===== config.mk =====
export PLATFORM = sky130hd
export DESIGN_NAME = adc_test_pattern_gen
export DESIGN_NICKNAME = d
export VERILOG_FILES = /design/src/rtl/adc_test_pattern_gen.sv
export SDC_FILE = /design/constraint.sdc
export NUM_CORES = 1
export LEC_CHECK = 0
export ABC_AREA = 1
export BUFFER_PORTS_ARGS = -buffer_cell sky130_fd_sc_hd__buf_2
export CORE_UTILIZATION = 60
export CTS_CLUSTER_SIZE = 10
export DETAILED_ROUTE_END_ITERATION = 10
export GPL_ROUTABILITY_DRIVEN = 0
export PLACE_DENSITY = 0.82
export SLEW_MARGIN = 5
export SYNTH_ARGS = -nofsm -noshare
export SYNTH_HDL_FRONTEND = slang
export SYNTH_SLANG_ARGS = --single-unit

===== constraint.sdc =====
create_clock -name adc_clk_i -period 4.5 [get_ports adc_clk_i]
set_input_delay 0.45 -clock adc_clk_i [delete_from_list [all_inputs] [get_ports adc_clk_i]]
set_output_delay 0.45 -clock adc_clk_i [all_outputs]
set_load 0.03 [all_outputs]

===== src/rtl/adc_test_pattern_gen.sv =====
// ADC test pattern generator.
// Drives NUM_CH signed ramp channels plus a periodic one-cycle trigger in place
// of the ADC front end, so on-board self-test sees the same stimulus as the
// simulation bench. Configured through the sys register bus.
//
// Optional build feature: define TPG_PRBS_EN to add a per-channel PRBS-15
// source selectable with CTRL[2]. Without it CTRL[2] reads 0 and no LFSR
// logic exists.
//
// sys bus handshake: sys_wen/sys_ren are single-cycle strobes sampled on the
// rising edge; sys_ack is high for exactly one cycle on the following cycle
// with sys_rdata valid alongside it. There is no back-pressure. A cycle with
// both strobes performs the write, returns the pre-write value and acks once.
module adc_test_pattern_gen #(
    parameter int NUM_CH = 2,
    parameter int DW     = 14,
    parameter int TCW    = 16
) (
    input  logic                 adc_clk_i,
    input  logic                 adc_rstn_i,
    output logic [NUM_CH*DW-1:0] adc_dat_o,
    output logic                 adc_dv_o,
    output logic                 trig_o,
    input  logic [31:0]          sys_addr,
    input  logic [31:0]          sys_wdata,
    input  logic                 sys_wen,
    input  logic                 sys_ren,
    output logic [31:0]          sys_rdata,
    output logic                 sys_err,
    output logic                 sys_ack
);

    localparam logic signed [DW-1:0] MIN_RST    = DW'(-1000);
    localparam logic signed [DW-1:0] MAX_RST    = DW'(1000);
    localparam logic        [DW-1:0] STEP_RST   = DW'(1);
    localparam logic       [TCW-1:0] PERIOD_RST = TCW'(25000);

    // Configuration registers
    logic                 ctrl_en;
    logic                 restart_q;
    logic [TCW-1:0]       period;
    logic signed [DW-1:0] min_r  [NUM_CH];
    logic signed [DW-1:0] max_r  [NUM_CH];
    logic [DW-1:0]        step_r [NUM_CH];

    // Pattern state
    logic signed [DW-1:0] cur     [NUM_CH];
    logic signed [DW-1:0] cur_nxt [NUM_CH];
    logic signed [DW-1:0] dat_q   [NUM_CH];
    logic signed [DW-1:0] dat_nxt [NUM_CH];
    logic [TCW-1:0]       tcnt;
    logic [TCW-1:0]       tcnt_nxt;
    logic                 trig_nxt;

    logic [5:0]           reg_addr;
    logic [31:0]          rd_val;

`ifdef TPG_PRBS_EN
    logic                 ctrl_mode;
    logic [14:0]          lfsr     [NUM_CH];
    logic [14:0]          lfsr_nxt [NUM_CH];
`endif

    // Upper address bits and unused data bits are deliberately ignored.
    logic unused_bus;
    assign unused_bus = ^{sys_addr[31:6], sys_wdata};

    assign reg_addr = sys_addr[5:0];
    assign sys_err  = 1'b0;

    function automatic logic [5:0] minmax_addr(input int ch);
        return 6'(16 + 8 * ch);
    endfunction

    function automatic logic [5:0] step_addr(input int ch);
        return 6'(20 + 8 * ch);
    endfunction

    // One ramp step: wrap at/above MAX, otherwise add STEP and clamp to MAX.
    // The sum carries two extra bits so a full-range unsigned STEP can never
    // wrap around and slip under the MAX comparison.
    function automatic logic signed [DW-1:0] ramp_next(
        input logic signed [DW-1:0] c,
        input logic signed [DW-1:0] mn,
        input logic signed [DW-1:0] mx,
        input logic        [DW-1:0] st
    );
        logic signed [DW+1:0] sum;
        logic signed [DW+1:0] mx_ext;
        logic signed [DW-1:0] res;
        mx_ext = (DW+2)'(mx);
        sum    = (DW+2)'(c) + $signed({2'b00, st});
        if (c >= mx) begin
            res = mn;
        end else if (sum > mx_ext) begin
            res = mx;
        end else begin
            res = sum[DW-1:0];
        end
        return res;
    endfunction

`ifdef TPG_PRBS_EN
    function automatic logic [14:0] lfsr_seed(input int ch);
        return 15'h7FFF ^ 15'(ch);
    endfunction

    // x^15 + x^14 + 1, shifting towards the MSB.
    function automatic logic [14:0] lfsr_step(input logic [14:0] l);
        return {l[13:0], l[14] ^ l[13]};
    endfunction

    // Sample view of the LFSR: low DW bits, zero-extended when DW > 15.
    function automatic logic signed [DW-1:0] prbs_view(input logic [14:0] l);
        logic [31:0] w;
        w = {17'b0, l};
        return w[DW-1:0];
    endfunction
`endif

    // Register file writes; restart is a one-cycle pulse consumed next edge.
    always_ff @(posedge adc_clk_i or negedge adc_rstn_i) begin
        if (!adc_rstn_i) begin
            ctrl_en   <= 1'b0;
            restart_q <= 1'b0;
            period    <= PERIOD_RST;
`ifdef TPG_PRBS_EN
            ctrl_mode <= 1'b0;
`endif
            for (int ch = 0; ch < NUM_CH; ch++) begin
                min_r[ch]  <= MIN_RST;
                max_r[ch]  <= MAX_RST;
                step_r[ch] <= STEP_RST;
            end
        end else begin
            restart_q <= 1'b0;
            if (sys_wen) begin
                if (reg_addr == 6'h00) begin
                    ctrl_en   <= sys_wdata[0];
                    restart_q <= sys_wdata[1];
`ifdef TPG_PRBS_EN
                    ctrl_mode <= sys_wdata[2];
`endif
                end
                if (reg_addr == 6'h04) begin
                    period <= sys_wdata[TCW-1:0];
                end
                for (int ch = 0; ch < NUM_CH; ch++) begin
                    if (reg_addr == minmax_addr(ch)) begin
                        min_r[ch] <= sys_wdata[DW-1:0];
                        max_r[ch] <= sys_wdata[16+DW-1:16];
                    end
                    if (reg_addr == step_addr(ch)) begin
                        step_r[ch] <= sys_wdata[DW-1:0];
                    end
                end
            end
        end
    end

    // Read mux over the current (pre-write) register image; unmapped reads 0.
    always_comb begin
        rd_val = '0;
        if (reg_addr == 6'h00) begin
            rd_val[0] = ctrl_en;
`ifdef TPG_PRBS_EN
            rd_val[2] = ctrl_mode;
`endif
        end
        if (reg_addr == 6'h04) begin
            rd_val[TCW-1:0] = period;
        end
        for (int ch = 0; ch < NUM_CH; ch++) begin
            if (reg_addr == minmax_addr(ch)) begin
                rd_val[DW-1:0]     = min_r[ch];
                rd_val[16+DW-1:16] = max_r[ch];
            end
            if (reg_addr == step_addr(ch)) begin
                rd_val[DW-1:0] = step_r[ch];
            end
        end
    end

    // Bus response: one ack per strobe cycle, read data only with a read.
    always_ff @(posedge adc_clk_i or negedge adc_rstn_i) begin
        if (!adc_rstn_i) begin
            sys_ack   <= 1'b0;
            sys_rdata <= '0;
        end else begin
            sys_ack   <= sys_wen | sys_ren;
            sys_rdata <= sys_ren ? rd_val : '0;
        end
    end

    // Next ramp values and trigger counter; restart overrides everything.
    always_comb begin
        tcnt_nxt = tcnt;
        trig_nxt = 1'b0;
        for (int ch = 0; ch < NUM_CH; ch++) begin
            cur_nxt[ch] = cur[ch];
        end
        if (restart_q) begin
            tcnt_nxt = '0;
            for (int ch = 0; ch < NUM_CH; ch++) begin
                cur_nxt[ch] = min_r[ch];
            end
        end else if (ctrl_en) begin
            for (int ch = 0; ch < NUM_CH; ch++) begin
                cur_nxt[ch] = ramp_next(cur[ch], min_r[ch], max_r[ch], step_r[ch]);
            end
            if (tcnt == period) begin
                trig_nxt = 1'b1;
                tcnt_nxt = '0;
            end else begin
                tcnt_nxt = tcnt + TCW'(1);
            end
        end
    end

`ifdef TPG_PRBS_EN
    // Next LFSR values: reseed on restart, advance on enabled cycles.
    always_comb begin
        for (int ch = 0; ch < NUM_CH; ch++) begin
            lfsr_nxt[ch] = lfsr[ch];
            if (restart_q) begin
                lfsr_nxt[ch] = lfsr_seed(ch);
            end else if (ctrl_en) begin
                lfsr_nxt[ch] = lfsr_step(lfsr[ch]);
            end
        end
    end

    // LFSR state register.
    always_ff @(posedge adc_clk_i or negedge adc_rstn_i) begin
        if (!adc_rstn_i) begin
            for (int ch = 0; ch < NUM_CH; ch++) begin
                lfsr[ch] <= lfsr_seed(ch);
            end
        end else begin
            for (int ch = 0; ch < NUM_CH; ch++) begin
                lfsr[ch] <= lfsr_nxt[ch];
            end
        end
    end

    // Output sample selection between ramp and PRBS.
    always_comb begin
        for (int ch = 0; ch < NUM_CH; ch++) begin
            dat_nxt[ch] = ctrl_mode ? prbs_view(lfsr_nxt[ch]) : cur_nxt[ch];
        end
    end
`else
    // Output sample is always the ramp.
    always_comb begin
        for (int ch = 0; ch < NUM_CH; ch++) begin
            dat_nxt[ch] = cur_nxt[ch];
        end
    end
`endif

    // Pattern and output registers; data, valid and trigger share one edge.
    always_ff @(posedge adc_clk_i or negedge adc_rstn_i) begin
        if (!adc_rstn_i) begin
            tcnt     <= '0;
            trig_o   <= 1'b0;
            adc_dv_o <= 1'b0;
            for (int ch = 0; ch < NUM_CH; ch++) begin
                cur[ch]   <= MIN_RST;
                dat_q[ch] <= MIN_RST;
            end
        end else begin
            tcnt     <= tcnt_nxt;
            trig_o   <= trig_nxt;
            adc_dv_o <= ctrl_en;
            for (int ch = 0; ch < NUM_CH; ch++) begin
                cur[ch]   <= cur_nxt[ch];
                dat_q[ch] <= dat_nxt[ch];
            end
        end
    end

    // Pack channels onto the output bus, channel 0 in the LSBs.
    always_comb begin
        adc_dat_o = '0;
        for (int ch = 0; ch < NUM_CH; ch++) begin
            adc_dat_o[ch*DW +: DW] = dat_q[ch];
        end
    end

endmodule


==> results of run 1 <==
report_power, final:
group / internal [mW] / switching [mW]
clock: 0.818 / 0.696
combinational: 1.47 / 2.84
sequential: 1.95 / 0.374
metrics by stage:
stage / total power [mW] / cell area, sq um / instances / utilization (%) / worst slack (ps)
2_1_floorplan: 5.60 / 11400 / 1421 / - / 1230
3_3_place_gp: 6.37 / 11900 / 1701 / 65.2 / 677
3_5_place_dp: 6.55 / 11900 / 1701 / 65.2 / 568
4_1_cts: 8.09 / 12500 / 1733 / 68.5 / 429
5_1_grt: 8.75 / 12500 / 1733 / 68.5 / 60.5
6_report: 8.16 / 12500 / 1733 / 68.5 / 418
cell type report:
class                      instances  area share (%)
tap                              229            2.29
sequential                       179            36.2
timing repair buffer             107            4.47
inverter                         171            5.14
clock buffer                      20            3.65
multi-input combinational       1015            47.1
clock inverter                    12            1.12
cells by family after synthesis:
group,after synthesis,share of synthesized area [%]
and+or+nand+nor,542,21.7
AOI/OAI and AO/OA,331,16.1
buffers and inverters,227,8.26
DFF,179,39.9
adders and majority gates,93,10.4
xor gates and xnor gates,44,3.40
muxes,2,0.198
other,1,0.0330
layout by cell type (no fill, tap or decap), types with 3 or more instances in the layout:
cell type,count
dfrtp_1,135
nor2_1,110
nor3_2,4
clkbuf_16,17
inv_2,12
xor2_1,24
o21ai_0,83
ha_1,91
conb_1,3
nand4_1,45
nand3_1,58
inv_8,5
a21oi_2,12
nand3_4,4
buf_2,99
o21ai_1,65
clkinv_1,3
nand2_1,283
nand2_2,7
a21oi_1,131
o21bai_1,5
buf_4,7
nand3_2,15
inv_1,155
a211oi_1,18
nor2_2,4
a211oi_2,4
dfstp_2,44
nor3_1,5
xnor2_1,20
how the worst max path moves through the flow:
stage	slack [ps]	endpoint	depth (start not counted)	from
2_1_floorplan	1230	adc_dat_o[26]	22	adc_dat_o[14]
3_3_place_gp	680	adc_dat_o[9]	20	step_r[14]
3_5_place_dp	570	adc_dat_o[8]	20	step_r[14]
4_1_cts	430	adc_dat_o[0]	20	step_r[14]
5_1_grt	60	adc_dat_o[0]	20	step_r[14]
6_report	420	adc_dat_o[0]	20	step_r[14]
worst max-delay path, cell delays in order (launching register included):
cell     delay (ps)
dfstp_2         560
ha_1            170
inv_1            60
fa_1            430
inv_1           120
nand3_1         100
nand2_1         160
nand3_1          90
nand3_1         140
a21oi_1          80
nor2_1           90
nor2_1           60
xnor2_1         130
ha_1            290
nand2_2          60
nor3_2          250
nand3_1         500
nand3_4         410
nand2_1         100
nand3_1          90
a21oi_1          60
metal layers:
layer	share of wire (%)	track usage, %	wire length [um]
met5	0.041	0	13
met4	4.3	15.9	1340
met3	9.0	4.65	2840
met2	45	52.2	14100
met1	42	46.3	13100
flip-flops by register name, indices dropped and copies added, names as in the netlist:
register	flops
step_r	28
period	16
sys_rdata	30
adc_dat_o	28
max_r	28
adc_dv_o	1
sys_ack	1
min_r	28
tcnt	16
trig_o	1
restart_q	1
ctrl_en	1
==> impl_metrics.csv, run 1 <==
group,metric,value,unit
run_status,run_status,"finished, final reports clean",
synthesis,yosys_most_used_dff,"dfrtp_1",
worst_setup_path,timing.critical_path.fanout_max,15,
pwr,p_leak,6.16,nW
timing,final_period_minus_worst_setup_slack,4080,ps
worst_setup_path,r2r-start,"step_r[14]",
synthesis,synth_largest_type_area_fraction,29.8,%
route,detailed_route_wire_length,31400,um
synthesis,syn_avg_cell_area,8.00,sq um
floorplan,placementRows,49,
worst_setup_path,rrSetupSlack,420,ps
clock_network,cts_setup_buffers,0,
cells_and_area,combined_area_of_the_multi_input_logic_cells,5890,sq um
worst_setup_path,timing.rr.end,"adc_dat_o[0]",
synthesis,ys_top_cells_by_area,"dfrtp_1, dfstp_2, ha_1, nand2_1, a21oi_1",
timing,hold_slack,115,ps
clock_network,ctsHtreeMaxLevel,4,
global_route,number_of_antenna_violations_at_the_first_check_in_global_routing,1,
floorplan,floorplan.die_area,19500,sq um
synthesis,syn_area,11400,sq um
synthesis,yosys_warnings,0,
floorplan,die_width,140,um
pwr,vdd_drop_max,0.370,mV
placement,post-dp-hpwl,23000,um
synthesis,synth.ff_latch_count,179,
worst_setup_path,crit_required,4810,ps
worst_setup_path,timing.setup.critical_path_class,"reg2reg",
route,drt.antenna.violating_nets,0,
clock_network,clk_transition_reported_paths,70,ps
synthesis,synth.most_common_cell,"nand2_1",
cells_and_area,areaGrowthSynthToFinish,10.2,%
clock_network,cts.hold.buffers_added,0,
floorplan,floorplan.core_area,18300,sq um
timing,fmax,245,MHz
worst_setup_path,crit_arrival,4390,ps
timing,hold_violations,0,
min_path,min-delay-path-class,"in2async",
cells_and_area,drive_gt1_share,16.6,%
synthesis,async_flop_share,100,%
cells_and_area,sequential_cell_area,4530,sq um
timing,timing.final.crit_share,90.7,%
route,drtPass1Iterations,5,
job,cap_violations,0,
timing,max-slew-margin-rel,35.5,%
clock_network,number_of_buffers_on_the_longest_clock_path,2,
floorplan,floorplan.initialDensity,62.1,%
timing,finalSetupViolations,0,
clock_network,cts_tree,"built",
timing,setup-tns-final,0,ps
cells_and_area,num-nets-final,1652,
synthesis,netlist_instances,1419,
synthesis,synth-seq-area-share,39.9,%
synthesis,netlist-cell-type-count,50,
synthesis,synth.top_cells.by_count,"nand2_1, inv_1, dfrtp_1",
pwr,power-per-cell-area,652,nW/um^2
route,remaining_drc_errors,0,
route,viasPerCell,5.92,
global_route,grt_pass1_wl,50200,um
global_route,gr-total-overflow,0,
synthesis,yosys.area.top_type,"dfrtp_1",
synthesis,synth-edff-count,0,
timing,rsz0062_at_grt,"false",
global_route,groute.usage.overall,33.5,%
global_route,grt_pass1_vias,9655,
worst_setup_path,cp-start-kind,"register",
worst_setup_path,reg2regPathDepth,20,
clock_network,tritoncts.num_buffers,17,
clock_network,numClockSinks,179,
cells_and_area,fillCellCount,1482,
worst_setup_path,crit_path_end_kind,"register",
clock_network,clk_latency,440,ps
clock_network,post_cts_resize_count,0,
timing,clock_skew,11.1,ps
global_route,grt_start_max_net_pins,105,
placement,io_buffers,100,
timing,timing_max_transition_violations_final,0,
route,dr.first_iter.drc_count,960,
timing,tightest_slew,966,ps
clock_network,cts_root_buffer,"clkbuf_16",
route,avgRoutedWirePerCell,18.1,um
floorplan,die-height,140,um
floorplan,io_pins,132,
route,route.vias.total,10300,
cells_and_area,diodes,0,
No activity file was read; power rests on OpenSTA's default activity.
==> run 2, diff against run 1 <==
--- a/config.mk
+++ b/config.mk
@@ -7,11 +7,11 @@
 export LEC_CHECK = 0
 export ABC_AREA = 1
 export BUFFER_PORTS_ARGS = -buffer_cell sky130_fd_sc_hd__buf_2
-export CORE_UTILIZATION = 60
+export CORE_UTILIZATION = 64
 export CTS_CLUSTER_SIZE = 10
 export DETAILED_ROUTE_END_ITERATION = 10
 export GPL_ROUTABILITY_DRIVEN = 0
-export PLACE_DENSITY = 0.82
+export PLACE_DENSITY = 0.86
 export SLEW_MARGIN = 5
 export SYNTH_ARGS = -nofsm -noshare
 export SYNTH_HDL_FRONTEND = slang
==> constraint.sdc (replaced) <==
create_clock -name adc_clk_i -period 5.15 [get_ports adc_clk_i]
set_input_delay 0.515 -clock adc_clk_i [delete_from_list [all_inputs] [get_ports adc_clk_i]]
set_output_delay 0.515 -clock adc_clk_i [all_outputs]
set_load 0.03 [all_outputs]
==> impl_metrics.csv, run 2 (same netlist as run 1, synthesis figures left out) <==
group,metric,value,unit
worst_setup_path,reg2regPathDepth,15,
cells_and_area,max_reg_flops,30,
global_route,grt_start_max_net_pins,87,
floorplan,floorplan.die_area,18300,sq um
timing,tightest_slew,959,ps
global_route,groute.usage.overall,36.2,%
placement,dpl.cell_count,1696,
route,viasPerCell,6.05,
placement,post-dp-hpwl,23100,um
cells_and_area,diodes,0,
timing,final_period_minus_worst_setup_slack,4190,ps
timing,hold_violations,0,
clock_network,clk_latency,440,ps
worst_setup_path,crit_arrival,4510,ps
route,avgRoutedWirePerCell,18.4,um
run_status,run_status,"finished, final reports clean",
placement,io_buffers,100,
cells_and_area,layout.cells.non_filler,1728,
worst_setup_path,crit_required,5470,ps
route,dr.first_iter.drc_count,1058,
job,cap_violations,0,
worst_setup_path,r2r-start,"adc_dat_o[14]",
route,drt.antenna.violating_nets,0,
clock_network,numClockSinks,179,
pwr,power.total,7.16,mW
route,remaining_drc_errors,0,
pwr,vdd_drop_max,0.304,mV
timing,setup-tns-final,0,ps
global_route,number_of_antenna_violations_at_the_first_check_in_global_routing,0,
timing,clock_skew,10.4,ps
cells_and_area,top_register,"sys_rdata",
global_route,gr-total-overflow,0,
clock_network,number_of_buffers_on_the_longest_clock_path,2,
timing,fmax,239,MHz
clock_network,cts_root_buffer,"clkbuf_16",
floorplan,io_pins,132,
global_route,grt_pass1_wl,50400,um
pwr,p_leak,6.16,nW
pwr,power-per-cell-area,573,nW/um^2
timing,timing.final.crit_share,81.3,%
route,drtPass1Iterations,6,
cells_and_area,num-nets-final,1651,
global_route,grt_pass1_vias,9769,
clock_network,tritoncts.num_buffers,17,
clock_network,post_cts_resize_count,0,
clock_network,ctsHtreeMaxLevel,4,
timing,max-slew-margin-rel,36.0,%
cells_and_area,mostFrequentLayoutCells,"nand2_1, inv_1, dfrtp_1",
floorplan,floorplan.initialDensity,65.6,%
worst_setup_path,crit_path_end_kind,"register",
clock_network,cts_tree,"built",
clock_network,cts_setup_buffers,0,
worst_setup_path,timing.setup.critical_path_class,"reg2reg",
cells_and_area,layout.cells.most_common,"nand2_1",
clock_network,cts.hold.buffers_added,0,
timing,rsz0062_at_grt,"false",
cells_and_area,drive_gt1_share,16.6,%
floorplan,floorplan.core_area,17300,sq um
worst_setup_path,timing.critical_path.fanout_max,15,
cells_and_area,fillCellCount,1281,
floorplan,die-height,135,um
timing,timing_max_transition_violations_final,0,
cells_and_area,areaGrowthSynthToFinish,10.2,%
worst_setup_path,cp-start-kind,"register",
timing,finalSetupViolations,0,
worst_setup_path,rrSetupSlack,960,ps
route,route.vias.total,10500,
worst_setup_path,timing.rr.end,"adc_dat_o[15]",
clock_network,clk_transition_reported_paths,70,ps
min_path,min-delay-path-class,"in2async",
floorplan,die_width,135,um
floorplan,placementRows,48,
route,detailed_route_wire_length,31700,um
timing,hold_slack,112,ps
[run 2: cell types whose count changed in the layout (fill, tap and decap cells not counted), sizes merged]
cell | previous run | this run
inv | 173 | 174
buf | 107 | 106
clkinv | 7 | 5
clkbuf | 20 | 19
bufinv | 1 | 2
clkinvlp | 2 | 3
[run 2: how the worst max path moves through the flow]
stage | from | to | slack, ps | cells past startpoint
3_3_place_gp | adc_dat_o[14] | adc_dat_o[23] | 1250 | 18
5_1_grt | adc_dat_o[14] | adc_dat_o[15] | 750 | 18
2_1_floorplan | adc_dat_o[14] | adc_dat_o[26] | 1880 | 22
3_5_place_dp | adc_dat_o[14] | adc_dat_o[20] | 1190 | 18
6_report | adc_dat_o[14] | adc_dat_o[15] | 960 | 15
4_1_cts | adc_dat_o[14] | adc_dat_o[15] | 1150 | 18
[run 2: area by class of cell]
| class | count | area (sq um) | share of cell area [%] |
|---|---|---|---|
| multi-input cells | 1015 | 5890 | 47.1 |
| flip-flops and latches | 179 | 4530 | 36.3 |
| inverters | 171 | 643 | 5.14 |
| repair buffers | 106 | 552 | 4.41 |
| clock buffers | 19 | 443 | 3.54 |
| well taps | 225 | 282 | 2.25 |
| clock inverters | 13 | 165 | 1.32 |
[run 2: through the flow]
| step | util, % | setup WS [ps] | cell area (sq um) |
|---|---|---|---|
| 2_1_floorplan | - | 1880 | 11400 |
| 3_3_place_gp | 68.8 | 1250 | 11900 |
| 3_5_place_dp | 68.8 | 1190 | 11900 |
| 4_1_cts | 72.3 | 1150 | 12500 |
| 5_1_grt | 72.3 | 754 | 12500 |
| 6_report | 72.3 | 964 | 12500 |
[run 2: critical path, stage by stage, from the launching register on]
cell and delay, ps:
dfrtp_1 430, ha_1 260, fa_1 430, nand3_1 100, nand2_1 140, a21boi_1 340, xor2_1 290, inv_1 80
ha_1 270, nand2_1 70, nor2_1 220, nand3_1 610, nand3_2 570, nand2_1 100, nand3_1 90, a21oi_1 70
[run 2: routing by layer]
metal  track usage (%)  vias up  wire [um]
li1                  -     4863          -
met1              49.6     4897      13100
met2              55.2      600      14300
met3              6.96       94       2980
met4              17.5        0       1430
met5                 0        -          0
[run 2: report_power, final]
part	switching (mW)	leakage [nW]	internal, mW
registers	0.329	2.25	1.70
clock network	0.611	0.288	0.746
logic	2.49	3.62	1.29
total	3.43	6.16	3.74
==> run 3, diff against run 2 <==
--- a/config.mk
+++ b/config.mk
@@ -7,11 +7,11 @@
 export LEC_CHECK = 0
 export ABC_AREA = 1
 export BUFFER_PORTS_ARGS = -buffer_cell sky130_fd_sc_hd__buf_2
-export CORE_UTILIZATION = 64
+export CORE_UTILIZATION = 60
 export CTS_CLUSTER_SIZE = 10
 export DETAILED_ROUTE_END_ITERATION = 10
 export GPL_ROUTABILITY_DRIVEN = 0
-export PLACE_DENSITY = 0.86
+export PLACE_DENSITY = 0.82
 export SLEW_MARGIN = 5
 export SYNTH_ARGS = -nofsm -noshare
 export SYNTH_HDL_FRONTEND = slang
==> constraint.sdc (replaced) <==
create_clock -name adc_clk_i -period 4.17 [get_ports adc_clk_i]
set_input_delay 0.417 -clock adc_clk_i [delete_from_list [all_inputs] [get_ports adc_clk_i]]
set_output_delay 0.417 -clock adc_clk_i [all_outputs]
set_load 0.03 [all_outputs]
==> impl_metrics.csv, run 3 (same netlist as run 1, synthesis figures left out) <==
group,metric,value,unit
route,dr.first_iter.drc_count,991,
floorplan,placementRows,49,
cells_and_area,diodes,0,
route,remaining_drc_errors,0,
route,avgRoutedWirePerCell,18.4,um
pwr,p_leak,6.21,nW
timing,tightest_slew,938,ps
job,cap_violations,0,
route,route.vias.total,10400,
clock_network,tritoncts.num_buffers,17,
route,drtPass1Iterations,5,
cells_and_area,combined_area_of_the_multi_input_logic_cells,5890,sq um
worst_setup_path,crit_required,4530,ps
worst_setup_path,crit_path_end_kind,"register",
global_route,groute.usage.overall,34.0,%
min_path,min-delay-path-class,"in2async",
timing,max-slew-margin-rel,37.4,%
cells_and_area,layout.cells.most_common,"nand2_1",
clock_network,clk_transition_reported_paths,70,ps
clock_network,cts_tree,"built",
floorplan,floorplan.core_area,18300,sq um
cells_and_area,sequential_cell_area,4530,sq um
floorplan,floorplan.die_area,19500,sq um
cells_and_area,mostFrequentLayoutCells,"nand2_1, inv_1, dfrtp_1",
timing,clock_skew,8.34,ps
route,viasPerCell,5.97,
timing,setup-tns-final,0,ps
clock_network,number_of_buffers_on_the_longest_clock_path,2,
placement,io_buffers,100,
placement,post-dp-hpwl,23100,um
floorplan,io_pins,132,
worst_setup_path,timing.setup.critical_path_class,"reg2reg",
timing,rsz0062_at_grt,"false",
run_status,run_status,"finished, final reports clean",
pwr,vdd_drop_max,0.420,mV
cells_and_area,top_register,"sys_rdata",
clock_network,post_cts_resize_count,0,
clock_network,clk_latency,440,ps
cells_and_area,finish.utilization,69.0,%
global_route,grt_start_max_net_pins,94,
clock_network,cts.hold.buffers_added,0,
global_route,grt_pass1_vias,9780,
cells_and_area,max_reg_flops,30,
timing,fmax,268,MHz
timing,timing_max_transition_violations_final,0,
worst_setup_path,timing.critical_path.fanout_max,15,
worst_setup_path,critical_path.most_common_cell,"nand3_1",
route,detailed_route_wire_length,31900,um
clock_network,cts_setup_buffers,0,
route,drt.antenna.violating_nets,0,
global_route,grt_pass1_wl,51200,um
cells_and_area,areaGrowthSynthToFinish,11.1,%
worst_setup_path,cp-start-kind,"register",
floorplan,die-height,140,um
global_route,gr-total-overflow,0,
worst_setup_path,crit_arrival,4080,ps
cells_and_area,fillCellCount,1443,
worst_setup_path,timing.critical_path.slowest_stage_cell,"dfstp_2",
global_route,number_of_antenna_violations_at_the_first_check_in_global_routing,0,
timing,timing.final.crit_share,89.3,%
clock_network,cts_root_buffer,"clkbuf_16",
worst_setup_path,worstPathCellList,"ha_1 > inv_1 > fa_1 > inv_1 > nand3_1 > nand2_1 > nand3_1 > nand3_1 > a21oi_1 > nor2_1 > nor2_1 > xnor2_1 > ha_1 > nand2_2 > nor3_2 > nand2_1 > nand3_2 > nand3_4 > nand2_1 > nand3_1 > a21oi_1",
clock_network,numClockSinks,179,
clock_network,ctsHtreeMaxLevel,4,
timing,final_period_minus_worst_setup_slack,3720,ps
cells_and_area,drive_gt1_share,16.7,%
floorplan,die_width,140,um
worst_setup_path,cp_slowest_stage_delay,560,ps
timing,hold_violations,0,
cells_and_area,num-nets-final,1656,
pwr,power-per-cell-area,717,nW/um^2
floorplan,floorplan.initialDensity,62.1,%
pwr,power.total,9.04,mW
timing,finalSetupViolations,0,
[run 3: layout make-up]
| class | instances | share of cell area [%] |
|---|---|---|
| Clock buffer | 20 | 3.46 |
| Clock inverter | 12 | 1.80 |
| Inverter | 171 | 5.10 |
| Multi-Input combinational cell | 1015 | 46.7 |
| Sequential cell | 179 | 36.0 |
| Tap cell | 229 | 2.27 |
| Timing Repair Buffer | 111 | 4.67 |
[run 3: critical path, delay by kind of cell (launching register included)]
kind | cells | cell delay (ps)
flops | 1 | 560
simple gates | 13 | 1680
xor+xnor | 1 | 130
buf+inv | 2 | 160
fa+ha+maj | 3 | 880
compound gates | 2 | 240
[run 3: layer usage]
metal  track usage [%]  part of all wire [%]  vias up
met5                 0                     0        -
met4              15.8                   3.9        0
met3              5.92                   8.4       71
met2              51.8                    45      531
met1              47.3                    43     4885
li1                  -                     -     4880
[run 3: path summary, 6_finish.rpt]
check	slack (ps)	depth (start not counted)	start	endpoint
min reg2reg	480	2	max_r[9]	max_r[9]
max reg2reg	450	21	step_r[14]	adc_dat_o[0]
min	3	1	adc_rstn_i	sys_rdata[25]
max	450	21	step_r[14]	adc_dat_o[0]
min in group adc_clk_i	180	2	sys_wdata[14]	period[14]
max in group asynchronous	3050	2	adc_rstn_i	period[7]
[run 3: power breakdown]
part	internal (mW)	switching, mW	total [mW]
Clock	1.13	0.706	1.83
Combinational	1.61	3.07	4.69
Sequential	2.11	0.415	2.52
Total	4.85	4.19	9.04
[run 3: per-stage QoR]
step / setup WS, ps / hold WS, ps / instance area [sq um] / std cells
finish: 445 / 2.95 / 12600 / 1737
global route: 150 / 74.9 / 12600 / 1737
CTS: 493 / 78.3 / 12600 / 1737
detailed placement: 517 / 475 / 11900 / 1705
global placement: 623 / 462 / 11900 / 1705
floorplan: 904 / 121 / 11400 / 1421
